<file path="config.mk">
export PLATFORM = sky130hd
export DESIGN_NAME = dct_mac_sequencer
export DESIGN_NICKNAME = d
export VERILOG_FILES = /design/src/rtl/dct_seq_pkg.sv /design/src/rtl/dct_seq_timeout.sv /design/src/rtl/dct_mac_sequencer.sv
export SDC_FILE = /design/constraint.sdc
export NUM_CORES = 1
export LEC_CHECK = 0
export ABC_AREA = 1
export CORE_AREA = 2 2 44 46
export CTS_BUF_LIST = sky130_fd_sc_hd__clkbuf_8
export DETAILED_ROUTE_END_ITERATION = 10
export DIE_AREA = 0 0 46 48
export GPL_TIMING_DRIVEN = 0
export PLACE_DENSITY_LB_ADDON = 0.08
export SYNTH_ARGS = -nofsm -noshare
export SYNTH_HDL_FRONTEND = slang
export SYNTH_HIERARCHICAL = 1
export SYNTH_SLANG_ARGS = --single-unit
</file>
<file path="constraint.sdc">
create_clock -name clk -period 1.2 [get_ports clk]
set_input_delay 0.18 -clock clk [delete_from_list [all_inputs] [get_ports clk]]
set_output_delay 0.18 -clock clk [all_outputs]
set_load 0.005 [all_outputs]
</file>
<file path="src/rtl/dct_seq_pkg.sv">
// dct_seq_pkg
//   Shared types and defaults for the DCT MAC sequencer.
//   dct_seq_state_t : sequencer FSM states (IDLE, ACCUM, DRAIN, HOLD)
//   DCT_TAPS_DEF    : default products accumulated per result
//   DCT_MAC_LAT_DEF : default MAC pipeline latency after the last mac_en
package dct_seq_pkg;

    typedef enum logic [1:0] {
        IDLE,
        ACCUM,
        DRAIN,
        HOLD
    } dct_seq_state_t;

    localparam int unsigned DCT_TAPS_DEF    = 8;
    localparam int unsigned DCT_MAC_LAT_DEF = 2;

endpackage

</file>
<file path="src/rtl/dct_seq_timeout.sv">
// dct_seq_timeout
//   Sticky stall detector for the sequencer's HOLD state. The counter
//   advances on each enabled HOLD cycle with res_ready low, saturates at
//   2^TO_W-1, and clears whenever the sequencer is not in HOLD. The error
//   flag sets when the counter reaches its maximum and stays set until reset.
// Ports:
//   clk         : rising-edge clock
//   rst         : synchronous active-low reset
//   ena         : global clock enable
//   in_hold     : sequencer is in HOLD
//   res_ready   : downstream ready for the held result
//   timeout_err : sticky timeout flag (0 while rst is low)
module dct_seq_timeout #(
    parameter int unsigned TO_W = 8
) (
    input  logic clk,
    input  logic rst,
    input  logic ena,
    input  logic in_hold,
    input  logic res_ready,
    output logic timeout_err
);

    logic [TO_W-1:0] cnt_q;
    logic            err_q;

    always_ff @(posedge clk) begin
        if (!rst) begin
            cnt_q <= '0;
            err_q <= 1'b0;
        end else if (!in_hold) begin
            cnt_q <= '0;
        end else if (ena && !res_ready && cnt_q != '1) begin
            cnt_q <= cnt_q + TO_W'(1);
            // flag rises on the same edge the counter reaches its maximum
            if (cnt_q == {{(TO_W-1){1'b1}}, 1'b0})
                err_q <= 1'b1;
        end
    end

    assign timeout_err = rst & err_q;

endmodule

</file>
<file path="src/rtl/dct_mac_sequencer.sv">
// dct_mac_sequencer
//   Sequences one dct_unit MAC per coefficient request: TAPS product cycles
//   (ACCUM), MAC_LAT pipeline wait cycles (DRAIN) with a one-cycle result
//   capture pulse in the last, then holds the result under valid/ready (HOLD).
//   Optional feature macro: DCT_SEQ_TIMEOUT_EN adds a sticky HOLD-stall
//   timeout (port timeout_err, counter width TO_W).
// Ports:
//   clk, rst        : rising-edge clock, synchronous active-low reset
//   ena             : global clock enable; low freezes all state
//   start_valid/ready, row_sel : request handshake and row select
//   mac_clr, mac_en : MAC load / step controls
//   coef_addr       : {row_q, idx} coefficient ROM address
//   data_idx        : sample select (idx)
//   mac_cap         : one-cycle result register enable
//   res_valid/ready : result handshake
//   busy            : state is not IDLE
//   timeout_err     : sticky stall error (DCT_SEQ_TIMEOUT_EN only)
module dct_mac_sequencer
    import dct_seq_pkg::*;
#(
    parameter  int unsigned TAPS    = DCT_TAPS_DEF,
    parameter  int unsigned MAC_LAT = DCT_MAC_LAT_DEF,
    parameter  int unsigned TO_W    = 8,
    localparam int unsigned IDX_W   = $clog2(TAPS)
) (
    input  logic               clk,
    input  logic               rst,
    input  logic               ena,
    input  logic               start_valid,
    output logic               start_ready,
    input  logic [2:0]         row_sel,
    output logic               mac_clr,
    output logic               mac_en,
    output logic [3+IDX_W-1:0] coef_addr,
    output logic [IDX_W-1:0]   data_idx,
    output logic               mac_cap,
    output logic               res_valid,
    input  logic               res_ready,
`ifdef DCT_SEQ_TIMEOUT_EN
    output logic               timeout_err,
`endif
    output logic               busy
);

    localparam int unsigned DCNT_W = (MAC_LAT > 1) ? $clog2(MAC_LAT) : 1;
    localparam logic [IDX_W-1:0]  IDX_LAST  = IDX_W'(TAPS - 1);
    localparam logic [DCNT_W-1:0] DCNT_LAST = DCNT_W'(MAC_LAT - 1);

    dct_seq_state_t    state_q, state_d;
    logic [IDX_W-1:0]  idx_q, idx_d;
    logic [DCNT_W-1:0] dcnt_q, dcnt_d;
    logic [2:0]        row_q, row_d;

    always_ff @(posedge clk) begin
        if (!rst) begin
            state_q <= IDLE;
            idx_q   <= '0;
            dcnt_q  <= '0;
            row_q   <= '0;
        end else begin
            state_q <= state_d;
            idx_q   <= idx_d;
            dcnt_q  <= dcnt_d;
            row_q   <= row_d;
        end
    end

    // Outputs are gated by rst so they read 0 during the reset cycle even
    // though the state register only clears on the following edge.
    always_comb begin
        state_d     = state_q;
        idx_d       = idx_q;
        dcnt_d      = dcnt_q;
        row_d       = row_q;
        start_ready = ena & rst & ((state_q == IDLE) | ((state_q == HOLD) & res_ready));
        mac_en      = ena & rst & (state_q == ACCUM);
        mac_clr     = ena & rst & (state_q == ACCUM) & (idx_q == '0);
        mac_cap     = ena & rst & (state_q == DRAIN) & (dcnt_q == DCNT_LAST);
        res_valid   = rst & (state_q == HOLD);
        busy        = rst & (state_q != IDLE);
        coef_addr   = rst ? {row_q, idx_q} : '0;
        data_idx    = rst ? idx_q : '0;

        if (ena) begin
            unique case (state_q)
                IDLE: begin
                    if (start_valid) begin
                        state_d = ACCUM;
                        row_d   = row_sel;
                        idx_d   = '0;
                    end
                end
                ACCUM: begin
                    if (idx_q == IDX_LAST) begin
                        state_d = DRAIN;
                        idx_d   = '0;
                        dcnt_d  = '0;
                    end else begin
                        idx_d = idx_q + IDX_W'(1);
                    end
                end
                DRAIN: begin
                    if (dcnt_q == DCNT_LAST)
                        state_d = HOLD;
                    else
                        dcnt_d = dcnt_q + DCNT_W'(1);
                end
                HOLD: begin
                    if (res_ready) begin
                        if (start_valid) begin
                            state_d = ACCUM;
                            row_d   = row_sel;
                            idx_d   = '0;
                        end else begin
                            state_d = IDLE;
                        end
                    end
                end
                default: state_d = IDLE;
            endcase
        end
    end

`ifdef DCT_SEQ_TIMEOUT_EN
    dct_seq_timeout #(
        .TO_W (TO_W)
    ) u_timeout (
        .clk         (clk),
        .rst         (rst),
        .ena         (ena),
        .in_hold     (state_q == HOLD),
        .res_ready   (res_ready),
        .timeout_err (timeout_err)
    );
`endif

endmodule

</file>
Yosys cells after proc, flatten, opt, wreduce, memory -nomap -nowiden
Cells that the tools add are included.
{"block": "classes", "add_sub_neg": 2, "n_eq_ne": 8, "muxes": 18, "bitwise": 10, "reduce_logical": 10}
{"operator": "$mux W3", "count": 6}
{"operator": "$and A1 B1 Y1", "count": 9}
{"operator": "$pmux W3 S3", "count": 1}
{"operator": "$reduce_and A3 Y1", "count": 3}
{"operator": "$mux W2", "count": 4}
{"operator": "$pmux W2 S4", "count": 1}
{"operator": "$mux W6", "count": 1}
{"operator": "$ne A2 B2 Y1 const B", "count": 3}
{"operator": "$pmux W3 S2", "count": 1}
{"operator": "$reduce_bool A2 Y1", "count": 3}
{"operator": "$reduce_and A5 Y1", "count": 1}
{"operator": "$eq A2 B2 Y1 const B", "count": 2}
{"operator": "$add A3 B1 Y3 const B", "count": 1}
{"operator": "$eq A3 B3 Y1 const B", "count": 1}
{"operator": "$logic_not A3 Y1", "count": 1}
{"operator": "$mux W1", "count": 3}
{"operator": "$reduce_bool A3 Y1", "count": 1}
{"operator": "$eq A2 B1 Y1 const B", "count": 1}
{"operator": "$logic_not A2 Y1", "count": 1}
{"operator": "$ne A2 B1 Y1 const B", "count": 1}
{"operator": "$pmux W1 S2", "count": 1}
{"operator": "$add A1 B1 Y1 const B", "count": 1}
{"operator": "$or A1 B1 Y1", "count": 1}
{"block": "totals", "register_bits": 9, "inputBits": 8, "out_inout_bits": 15, "word_cells": 52}

Depth between registers and ports, before layout
Gate-level depths: netlist (run 1).
{"block": "depth", "depth_word": 4, "depth_mapped": 9}

Least setup slack after synthesis (run 1)
OpenSTA, ideal clock, no wires.
{"block": "synth_path", "kind": "register -> register", "startpoint": "register state_q[0]", "endpoint": "register row_q[0]", "setup_ps": 118, "arrival_ps": 1131, "path_slack_ps": -49, "stages_incl_launch_ff": 7, "path_buffers": 0, "path_cell_list": "dfxtp_1 -> inv_1 -> ha_1 -> o21ai_1 -> nor2_2 -> o21ai_1 -> nor2_1"}
{"block": "synth_via", "elab_chain_cells": 3}
{"element": "start, declared", "line_no": "dct_mac_sequencer.sv:49", "rtl": "dct_seq_state_t state_q, state_d;"}
{"element": "start signal, assigned", "line_no": "dct_mac_sequencer.sv:61", "rtl": "state_q <= state_d;"}
{"element": "$eq A2 B2 Y1 or $logic_not A2 Y1 (tied branches)", "line_no": "dct_mac_sequencer.sv:85", "rtl": "unique case (state_q)"}
{"element": "$ne A2 B2 Y1 (no source line) or $reduce_bool A2 Y1 (tied branches)"}
{"element": "$reduce_and A3 Y1 (no source line)"}
{"element": "end signal, assigned", "line_no": "dct_mac_sequencer.sv:64", "rtl": "row_q <= row_d;"}
{"element": "end, declared", "line_no": "dct_mac_sequencer.sv:52", "rtl": "logic [2:0] row_q, row_d;"}
Several ways; a longest one is shown, not always the timed one.
A chain may end at the register's enable or synchronous reset.

Final worst setup path (run 1)
{"block": "layout_path", "startpoint": "register state_q[0]", "endpoint": "output port res_valid"}
{"block": "layout_via", "elab_chain_cells": 2}
{"element": "$eq A2 B2 Y1", "line_no": "dct_mac_sequencer.sv:79", "rtl": "res_valid = rst & (state_q == HOLD);"}
{"element": "$and A1 B1 Y1", "line_no": "dct_mac_sequencer.sv:79"}
{"element": "end, declared", "line_no": "dct_mac_sequencer.sv:37", "rtl": "output logic res_valid,"}
Every way passes these cells.

==> results of run 1 <==
[stage by stage]
| step | utilization (%) | setup WS, ns |
|---|---|---|
| global placement | 53.85 | -0.6577 |
| CTS | 67.41 | -0.2128 |
| finish | 76.89 | -0.2356 |
| detailed placement | 53.85 | -0.6707 |
| floorplan | - | 0.003612 |
| global route | 76.89 | -0.2920 |
[cell usage after synthesis, drive strengths merged]
library cell  count  area (um^2)
dfxtp             9        180.2
nor2             18        75.07
o21ai             7        35.03
nor3              3        15.01
ha                8        100.1
buf               4        30.03
inv              20        75.07
nand3             6        35.03
clkbuf            1        5.000
a21oi             2        10.01
nand2            27        103.9
nand3b            1        7.510
[cells by family after synthesis]
group                      after synthesis  synth area share [%]
DFF                                      9                 26.82
and+or+nand+nor                         55                 35.19
AOI/OAI and AO/OA                        9                 6.703
adders and majority gates                8                 14.90
buffers and inverters                   25                 16.39
[where the power goes]
part | switching, uW | leakage [uW] | total [uW] | internal (uW)
registers | 36.6 | 0.0000767 | 375 | 339
logic | 326 | 0.000545 | 661 | 335
clock network | 127 | 0.0000269 | 350 | 223
total | 489 | 0.000649 | 1390 | 897
[layer usage]
metal / global-route usage [%] / vias up / wire length, um
li1: - / 410 / -
met1: 17.90 / 365 / 701
met2: 33.06 / 13 / 1191
met3: 6.792 / 4 / 64
met4: 5.143 / 0 / 15
met5: 0 / - / 0
[state kept, by name, indices dropped and copies added (netlist names)]
| name | flops |
|---|---|
| dcnt_q | 1 |
| row_q | 3 |
| state_q | 2 |
| idx_q | 3 |
[worst min-delay path by stage]
stage	to	start	slack [ns]	cells after the start
after floorplan	row_q[0]	row_sel[0]	0.32	2
after global placement	dcnt_q	dcnt_q	0.48	2
after detailed placement	dcnt_q	dcnt_q	0.48	2
after CTS	dcnt_q	rst	0.33	3
after global routing	dcnt_q	rst	0.40	3
final	idx_q[1]	rst	0.36	4
[tightest hold or removal path, cell delays in order]
cell and delay, ns:
clkbuf_2 0.16, nand2_1 0.08, nand3b_1 0.09, nand2_1 0.05
[what timing repair did]
| action | in CTS | in global routing |
|---|---|---|
| buffers inserted | 11 | 9 |
| pin swaps | 8 | 12 |
| gates resized for setup | 72 | 23 |
| endpoints found under the setup margin | 23 | 18 |
[layout make-up]
cell class	count	share of cell area, %
multi-input combinational	72	43.93
sequential	9	14.84
timing repair buffer	41	26.78
tap	17	1.638
clock buffer	3	3.179
clock inverter	1	0.2890
inverter	20	6.358
buffer	5	2.987
==> results.md, run 1 <==
* CTS tree: built
* Pin count of the biggest net entering global routing at 11
* Slew margin rel. at 80.08%
* Antenna-violating nets left at 0
* Syn_nets at 122
* Total track usage at ~18%
* Crit Path Category: register to primary output
* Worst VDD drop at 1.092 mV
* Layout net count at 168
* Critical path's top delay family: flip-flops
* Worst Reg-to-Reg Cells at 10
* CP max FO at 5
* Final hold violation count at 0
* # H-tree levels at 1
* # setup viols final at 14
* Worst EP required at 1.02 ns
* Leading cell type in the layout, fill and taps excluded: nand2_1
* Layout cells sized above 1 at about half
* Clock Tree Root: clkbuf_8
* Routed wire length at 1972 um
* CP endpoint kind: primary output
* Post-Route Setup TNS at -2.106 ns
* Outcome: finished, violations left
* Netlist cell types at 17
* I/O pins at 23
* Antenna violations before repair at 0
* Clock Latency Late Sink at between 0.2 and 0.25 ns
* Hold crit path type: input pin to register
* CP Buf/Inv Count at 3
* Unrepaired setup endpoints after global routing: true
* Most frequent cells in the layout: 21 x nand2_1, 19 x buf_4, 12 x nor2_1
* CTS Buffer Depth at 2
* Fin crit period at between 1 and 1.5 ns
* Critical path depth at 5
* Vias at 792
* FF+latch area at about 190 um^2
* Max Clk Rate at approximately 700 MHz
* Initial DRC count at 8
* Fill cells at approximately 120
* Port bufs at 21
* # hold bufs at CTS at 0
* Mapped cell area at 671.9 um^2
* Area growth, synth to finish at 93.30%
* Multi-input gate area at 570.5 um^2
* Die area at 2208 um^2
* Die Y at 48 um
* CP max stage delay at 0.39 ns
* Placed cell count at approximately 140
* Final worst setup slack at -0.2356 ns
* Cell breakdown of the critical path: buf_4 > ha_4 > nand2_1 > inv_1 > clkdlybuf4s15_1
* # rows at 15
* Wire per inst at 11.74 um
* Placed cell area at ~900 um^2
* Max cap viols at 0
* Starting Density at 39.78%
* GRT overflow at 0
* Sequential area share after synthesis at 26.82%
* Vias in the first global route at 632
* Crit path to: res_valid
* WHS at 0.3583 ns
* Final Non-Filler Cells at 168
* Antenna cell count at 0
* Clock Skew at 0.001879 ns
* Capturing point of the worst reg2reg path: idx_q[1]
* Critical path origin: state_q[0]
* Crit path DAT at 1.26 ns
* P per Cell Area at 1068 nW/um^2
* Synth Area per Inst at 6.339 um^2
* Via density at 4.714
* Final Cell Area at 1299 um^2
* Worst R2R Start: state_q[1]
* Die width at 46 um
* Leak Pwr at 0.0006488 uW
* Startpoint types: register
* Worst path slowest cell: dfxtp_4
* Synthesized netlist cell count at 106
* Seq cells post-synth at 9
* Yosys warns at 6
* Total Power at 1386 uW
* First-pass GRT wire length at 2642 um
* Detailed-placement wirelength estimate at 1153 um
* Clock-pin slew on the worst setup and hold paths at ~0.040 ns
* R2R Setup Slk at -0.17 ns
* Sink Count at 9
* Drt drc at 0
* Placeable core area at around 1700 um^2
* Failing checks: setup timing
* CTS buffer count at 3
* Final-report max-slew violation count at 0
* First-pass DRT Iterations at 4
* Fin crit share at 119.6%
* Worst-margin pin slew at around 0.3 ns
* Final GP Congestion at 0.8174
Power figures use the tool's default switching activity.
==> run 2: changes to the inputs <==
Settings changed: ABC_AREA 1 to unset.
==> results.md, run 2 <==
* Outcome: finished, violations left
* Failing checks: setup timing
* Die Y at 48 um (unchanged)
* P per Cell Area at 955.7 nW/um^2 (-10%)
* # rows at 15 (unchanged)
* GRT overflow at 0 (unchanged)
* Most frequent cells in the layout: 9 x buf_4, 7 x nor2b_1, 7 x dlygate4sd2_1
* Placeable core area at 1689 um^2 (unchanged)
* Hold crit path type: input pin to register
* Fill cells at 132 (+7.3%)
* CTS Buffer Depth at 2 (unchanged)
* Met1 GRT Util at 22.87% (+5.0 points)
* Final GP Congestion at 0.7472 (-8.6%)
* Startpoint types: register
* Clock Latency Late Sink at 0.23 ns (about the same)
* Final hold violation count at 0 (unchanged)
* Leading cell type in the layout, fill and taps excluded: buf_4
* # setup viols final at 14 (unchanged)
* Met3 usage at 3.019% (-3.8 points)
* Clock Tree Root: clkbuf_8
* Leak Pwr at 0.0005130 uW (-21%)
* Post-synth top flop: dfxtp_1
* Slew margin rel. at 71.16% (-8.9 points)
* Post-Route Setup TNS at -3.584 ns (-1.478 ns)
* Ys async rst share at 0% (unchanged)
* Drt drc at 0 (unchanged)
* Routed wire length at 1758 um (-11%)
* Pre-CTS setup slack at -0.7503 ns (-0.07955 ns)
* Layout net count at 131 (-22%)
* Leading area contributor after synthesis: dfxtp_1
* Port bufs at 22 (+4.8%)
* Worst VDD drop at 1.016 mV (-6.9%)
* Layout cells sized above 1 at 45.61% (-4.7 points)
* Worst EP required at 1.32 ns (+0.30 ns)
* Global route hottest layer: met2
* # hold bufs at CTS at 0 (unchanged)
* Detailed-placement wirelength estimate at 1180 um (+2.3%)
* Via density at 5.099 (+8.2%)
* Crit Path Category: register to register
* Top post-synthesis cells by area: dfxtp_1 26%, ha_1 14%, mux2i_1 10%, and2_1 6.3%, nor2b_1 6.3%
* Final worst setup slack at -0.3493 ns (-0.1137 ns)
* Seq cells post-synth at 9 (unchanged)
* # H-tree levels at 1 (unchanged)
* Fin crit period at 1.549 ns (+0.1137 ns)
* Largest regs: idx_q (3), row_q (3), state_q (2)
* Antenna-violating nets left at 0 (unchanged)
* Final-report max-slew violation count at 0 (unchanged)
* Area growth, synth to finish at 70.65%
* Total Power at 1126 uW (-19%)
* Worst-margin pin slew at 0.4326 ns (+0.1347 ns)
* Die width at 46 um (unchanged)
* Mapped cell area at 690.7 um^2 (+2.8%)
* CP endpoint kind: register
* Clock-pin slew on the worst setup and hold paths at 0.05 ns (about the same)
* Sink Count at 9 (unchanged)
* CTS buffer count at 3 (unchanged)
* Vias at 668 (-16%)
* Clock Skew at 0.008426 ns (+0.006547 ns)
* Most frequent cell after synthesis: dfxtp_1
* Crit path DAT at 1.67 ns (+0.41 ns)
* Syn_nets at 94 (-23%)
* Pin count of the biggest net entering global routing at 11 (unchanged)
* Wire per inst at 13.42 um (+14%)
* CTS tree: built
* Commonest cells post-synth: 9 x dfxtp_1, 8 x ha_1
* Antenna cell count at 0 (unchanged)
* Vias in the first global route at 631 (-0.16%)
* Max cap viols at 0 (unchanged)
* Starting Density at 40.89% (+1.1 points)
* Initial DRC count at 13 (+5)
* I/O pins at 23 (unchanged)
* Share of the synthesized area in the top cell type at 26.09% (-0.73 points)
* Met2 Use GR at 31.94% (-1.1 points)
* Fin crit share at 129.1% (+9.5 points)
* Post-synth EDFFs at 0 (unchanged)
* Total track usage at 18.66% (+1.1 points)
* Unrepaired setup endpoints after global routing: true
* Max Clk Rate at 645.4 MHz (-7.3%)
* Yosys warns at 6 (unchanged)
* Sequential area share after synthesis at 26.09% (-0.73 points)
* Die area at 2208 um^2 (unchanged)
* First-pass DRT Iterations at 4 (unchanged)
* Antenna violations before repair at 0 (unchanged)
* CP max FO at 5 (unchanged)
* Synthesized netlist cell count at 78 (-26%)
* Synth Area per Inst at 8.855 um^2 (+40%)
* Netlist cell types at 23 (+6)
* First-pass GRT wire length at 2925 um (+11%)
[run 2: cell types whose count changed in the layout (fill, tap and decap cells not counted), sizes merged, moves of 4 or more]
cell           before  now
nor2b               0    7
mux2i               0    7
and2                0    7
nand2              27    7
nand3               6    2
clkbuf              4    8
o21ai               7    2
inv                21    6
nor2               18    5
clkdlybuf4s15       4    0
buf                29   20
[run 2: kinds of logic (layout without fill, tap and decap cells)]
group	after synthesis	count (layout)	synth area share [%]
adders and majority gates	8	8	14.49
DFF	9	9	26.09
buffers and inverters	10	46	7.066
and+or+nand+nor	36	36	32.07
muxes	7	7	10.15
AOI/OAI and AO/OA	8	8	10.14
[run 2: per-stage QoR]
stage / area [um^2] / util (%) / instances / hold slack [ns]
floorplan: 760.7 / - / 78 / 0.3491
global placement: 1002 / 59.33 / 117 / 0.4911
detailed placement: 1002 / 59.33 / 117 / 0.4994
CTS: 1160 / 68.67 / 129 / 0.3835
global route: 1179 / 69.78 / 131 / 0.4128
finish: 1179 / 69.78 / 131 / 0.3894
[run 2: layout make-up]
| type | count | area [um^2] | area share [%] |
|---|---|---|---|
| Clock buffer | 3 | 41.29 | 3.503 |
| Sequential cell | 9 | 198.9 | 16.88 |
| Multi-Input combinational cell | 59 | 576.8 | 48.94 |
| Tap cell | 17 | 21.27 | 1.805 |
| Inverter | 5 | 23.77 | 2.017 |
| Timing Repair Buffer | 32 | 272.8 | 23.14 |
| Clock inverter | 1 | 3.754 | 0.3185 |
| Buffer | 5 | 40.04 | 3.397 |
[run 2: power by group]
group	internal [uW]	total [uW]	switching [uW]
combinational	225	422	197
clock	224	350	126
sequential	320	355	34.5
total	769	1130	358
[run 2: layer usage]
layer	vias to the layer above	share of wire, %
met3	2	7.6
li1	331	-
met1	308	43
met4	0	1.1
met5	-	0
met2	27	48
[run 2: critical path, stage by stage, from the launching register on]
cell	delay [ns]
dfxtp_4	0.36
buf_6	0.12
ha_4	0.15
and2b_4	0.18
nor4b_4	0.34
mux2i_1	0.22
nor2b_1	0.05
[run 2: worst paths after layout]
| path | from | to | slack [ns] | cells past startpoint |
|---|---|---|---|---|
| max reg2reg | state_q[1] | idx_q[0] | -0.35 | 6 |
| max | state_q[1] | idx_q[0] | -0.35 | 6 |
| min reg2reg | row_q[2] | row_q[2] | 0.51 | 2 |
| min | rst | dcnt_q | 0.39 | 3 |
[run 2: timing repair]
item                       4_1_cts  5_1_grt
setup buffers                    7        2
cloned                           1        0
pin swaps                       11        2
gates resized for setup         65        6
setup endpoints to repair       23       15
==> edit 1, RTL diff (settings of run 2) <==
Build with the macro `DCT_SEQ_TIMEOUT_EN` defined.
--- a/src/rtl/dct_mac_sequencer.sv
+++ b/src/rtl/dct_mac_sequencer.sv
@@ -15,6 +15,8 @@
 //   res_valid/ready : result handshake
 //   busy            : state is not IDLE
 //   timeout_err     : sticky stall error (DCT_SEQ_TIMEOUT_EN only)
+`define DCT_SEQ_TIMEOUT_EN
+
 module dct_mac_sequencer
     import dct_seq_pkg::*;
 #(
Function (old outputs only; new: timeout_err): kept (Yosys induction, for registers that start in step).
==> edit 1 against run 2 <==
The flow now stops in 3_3_place_gp; synthesized area grew 75%.
==> edit 1: results (changes against run 2) <==
- Outcome: did not finish (was finished, violations left)
- Failing step: 3_3_place_gp
- First error: [ERROR FLW-0024] Place density exceeds 1.0 (current PLACE_DENSITY_LB_ADDON =  0.08). Please check if the value of  PLACE_DENSITY_LB_ADDON is between 0 and 0.99.
- Post-Syn Nets: 152 (was 94)
- Seq/Total Area, Yosys: 29.81% (was 26.09%)
- Syn_area_per_cell: 9.020 um^2 (was 8.855 um^2)
- Die Wd: 46 um (unchanged)
- Top post-synthesis cells by area: dfxtp_1 (30%), ha_1 (10%), mux2i_1 (9.1%) (was dfxtp_1 (26%), ha_1 (14%), mux2i_1 (10%))
- Synth cell types: 36 (was 23)
- Most instantiated cells after synthesis: dfxtp_1 (18), nand2_1 (13), mux2i_1 (11), ha_1 (10), and2_1 (9) (was dfxtp_1 (9), ha_1 (8))
- #FFs+latches synth: 18 (was 9)
- Yosys Warn Count: 6 (unchanged)
- Asr flop ratio synth: 0% (unchanged)
- IO Port Bufs: 23 (was 22)
## edit 1: kinds of logic after synthesis
| logic type | synth area share (%) |
|---|---|
| adders and majority gates | 10.35 |
| DFF | 29.81 |
| AOI/OAI and AO/OA | 15.32 |
| buffers and inverters | 5.279 |
| and+or+nand+nor | 30.12 |
| muxes | 9.110 |
==> edit 2, RTL diff (flow settings as in run 2) <==
Made on the original files. Make the reset (`rst`) asynchronous in one clocked block. Comments in the files are not updated.
--- a/src/rtl/dct_mac_sequencer.sv
+++ b/src/rtl/dct_mac_sequencer.sv
@@ -51,7 +51,7 @@
     logic [DCNT_W-1:0] dcnt_q, dcnt_d;
     logic [2:0]        row_q, row_d;
 
-    always_ff @(posedge clk) begin
+    always_ff @(posedge clk or negedge rst) begin
         if (!rst) begin
             state_q <= IDLE;
             idx_q   <= '0;
Function: same outputs for any inputs over 10 cycles, from zero or initial values and one cycle with rst low; that may be too few to reach the edited logic, so the function may still have changed.
==> edit 2 against run 2 <==
The run still ends with negative setup slack left; worst setup slack got worse by 0.063 ns; hold slack gained 0.11 ns; die area is the same; sequential cell count unchanged; synthesized area is 0.36% lower; via count fell by 2.8%; wire length up 0.17%; non-clock buffer count is 4 higher; design area increased by 3.9%; critical endpoint is now state_q[1]$_DFFE_PN0P_.
Power is not compared: it rests on default switching activity, and its combinational part moved more than twofold at a synthesized area within 25%.
==> edit 2: results (changes against run 2) <==
- Worst EP arrival: 1.73 ns (was 1.67 ns)
- DP HPWL: 1018 um (was 1180 um)
- Placed Area: 962.2 um^2 (was 1002 um^2)
- CP top delay family: flip-flops (was simple AND/OR/NAND/NOR gates)
- Post-Syn Instances: 68 (was 78)
- Violated checks: negative setup slack (unchanged)
- First-pass GRT wire length: 2477 um (was 2925 um)
- Post-Syn Nets: 84 (was 94)
- Vias in the first global route: 569 (was 631)
- Mux share of post-synthesis cell area: 10.00% (was 10.14%)
- VDD IR max: 1545 uV
- Asr flop ratio synth: 100.0% (was 0%)
- Post-synthesis compound-gate area fraction: 7.455% (was 10.14%)
- Class of the worst hold path: in2async (was in2reg)
- H-tree levels: 1 (unchanged)
- Synth cell types: 26 (was 23)
- Root cell of the clock tree: clkbuf_8 (unchanged)
- DRT iter0 DRCs: 10 (was 13)
- Outcome: finished, violations left (unchanged)
- Top post-synthesis cells by area: dfrtp_1 (33%), ha_1 (15%), and2_1 (5.5%) (was dfxtp_1 (26%), ha_1 (14%), mux2i_1 (10%))
- Fill count: 136 (was 132)
- Slowest stage delay, CP: 0.42 ns (was 0.36 ns)
- Max FO, Critical Path: 4 (was 5)
- 1st-pass router iterations: 4 (unchanged)
- Worst-case hold slack: 0.4977 ns (was 0.3894 ns)
- Worst path slowest cell: dfrtp_2 (was dfxtp_4)
- TritonCTS Buffers: 3 (unchanged)
- Post-CTS Resized: 73 (was 65)
- Largest net degree at the start of global routing: 12 (was 11)
- R2R Path End: state_q[1]$_DFFE_PN0P_ (was idx_q[0]$_SDFFE_PN0P_)
- Final wirelength: 1761 um (was 1758 um)
- Share of layout cells above drive strength 1: 55.45% (was 45.61%)
- Final setup TNS: -4.564 ns (was -3.584 ns)
- Biggest regs: idx_q x3, row_q x3, state_q x2 (unchanged)
- Final worst slack: -0.4124 ns (was -0.3493 ns)
- Vias: 649 (was 668)
- Adder-cell area share of the yosys netlist: 14.55% (was 14.49%)
- Dpl cells: 107 (was 117)
- Worst slew margin relative to its limit: 70.80% (was 71.16%)
- Setup Fix Bufs, Post-CTS: 9 (was 7)
- Vias per Instance: 5.110 (was 5.099)
- GR Util All Layers: 16.64% (was 18.66%)
- R2r startpoint: state_q[1]$_DFFE_PN0P_ (was state_q[1]$_SDFFE_PN0P_)
- Most instantiated cells after synthesis: dfrtp_1 (9), ha_1 (8), and2_1 (6), inv_1 (6), nor2_1 (5) (was dfxtp_1 (9), ha_1 (8))
- Layout Nets: 127 (was 131)
- Setup Viol. Count Final: 15 (was 14)
- Fin util: 72.52% (was 69.78%)
==> edit 2: changes by cell type after synthesis, sizes merged, moves of 3 or more <==
| cell | change |
|---|---|
| dfrtp | +9 |
| dfxtp | -9 |
| mux2i | -5 |
| nor2b | -5 |
| mux2 | +4 |
| nand2 | -3 |
==> edit 2: cell type report <==
| type | instances | area share [%] |
|---|---|---|
| multi-input cells | 50 | 42.90 |
| repair buffers | 38 | 28.60 |
| flip-flops and latches | 9 | 18.59 |
| clock buffers | 3 | 3.371 |
| inverters | 6 | 2.247 |
| plain buffers | 3 | 2.145 |
| well taps | 17 | 1.736 |
| clock inverters | 1 | 0.4086 |
==> edit 2: per-layer routing <==
layer  GRT usage [%]  wire, um  up-vias
li1                -         -      313
met1           17.27       676      320
met5               0         0        -
met3           3.396        56        2
met2           31.39      1006       14
met4           8.571        21        0
==> edit 2: report_power, final <==
group	total, W	internal [W]	switching, W
registers	0.000544	0.000430	0.000115
logic	0.00162	0.000986	0.000634
clock network	0.000359	0.000227	0.000132
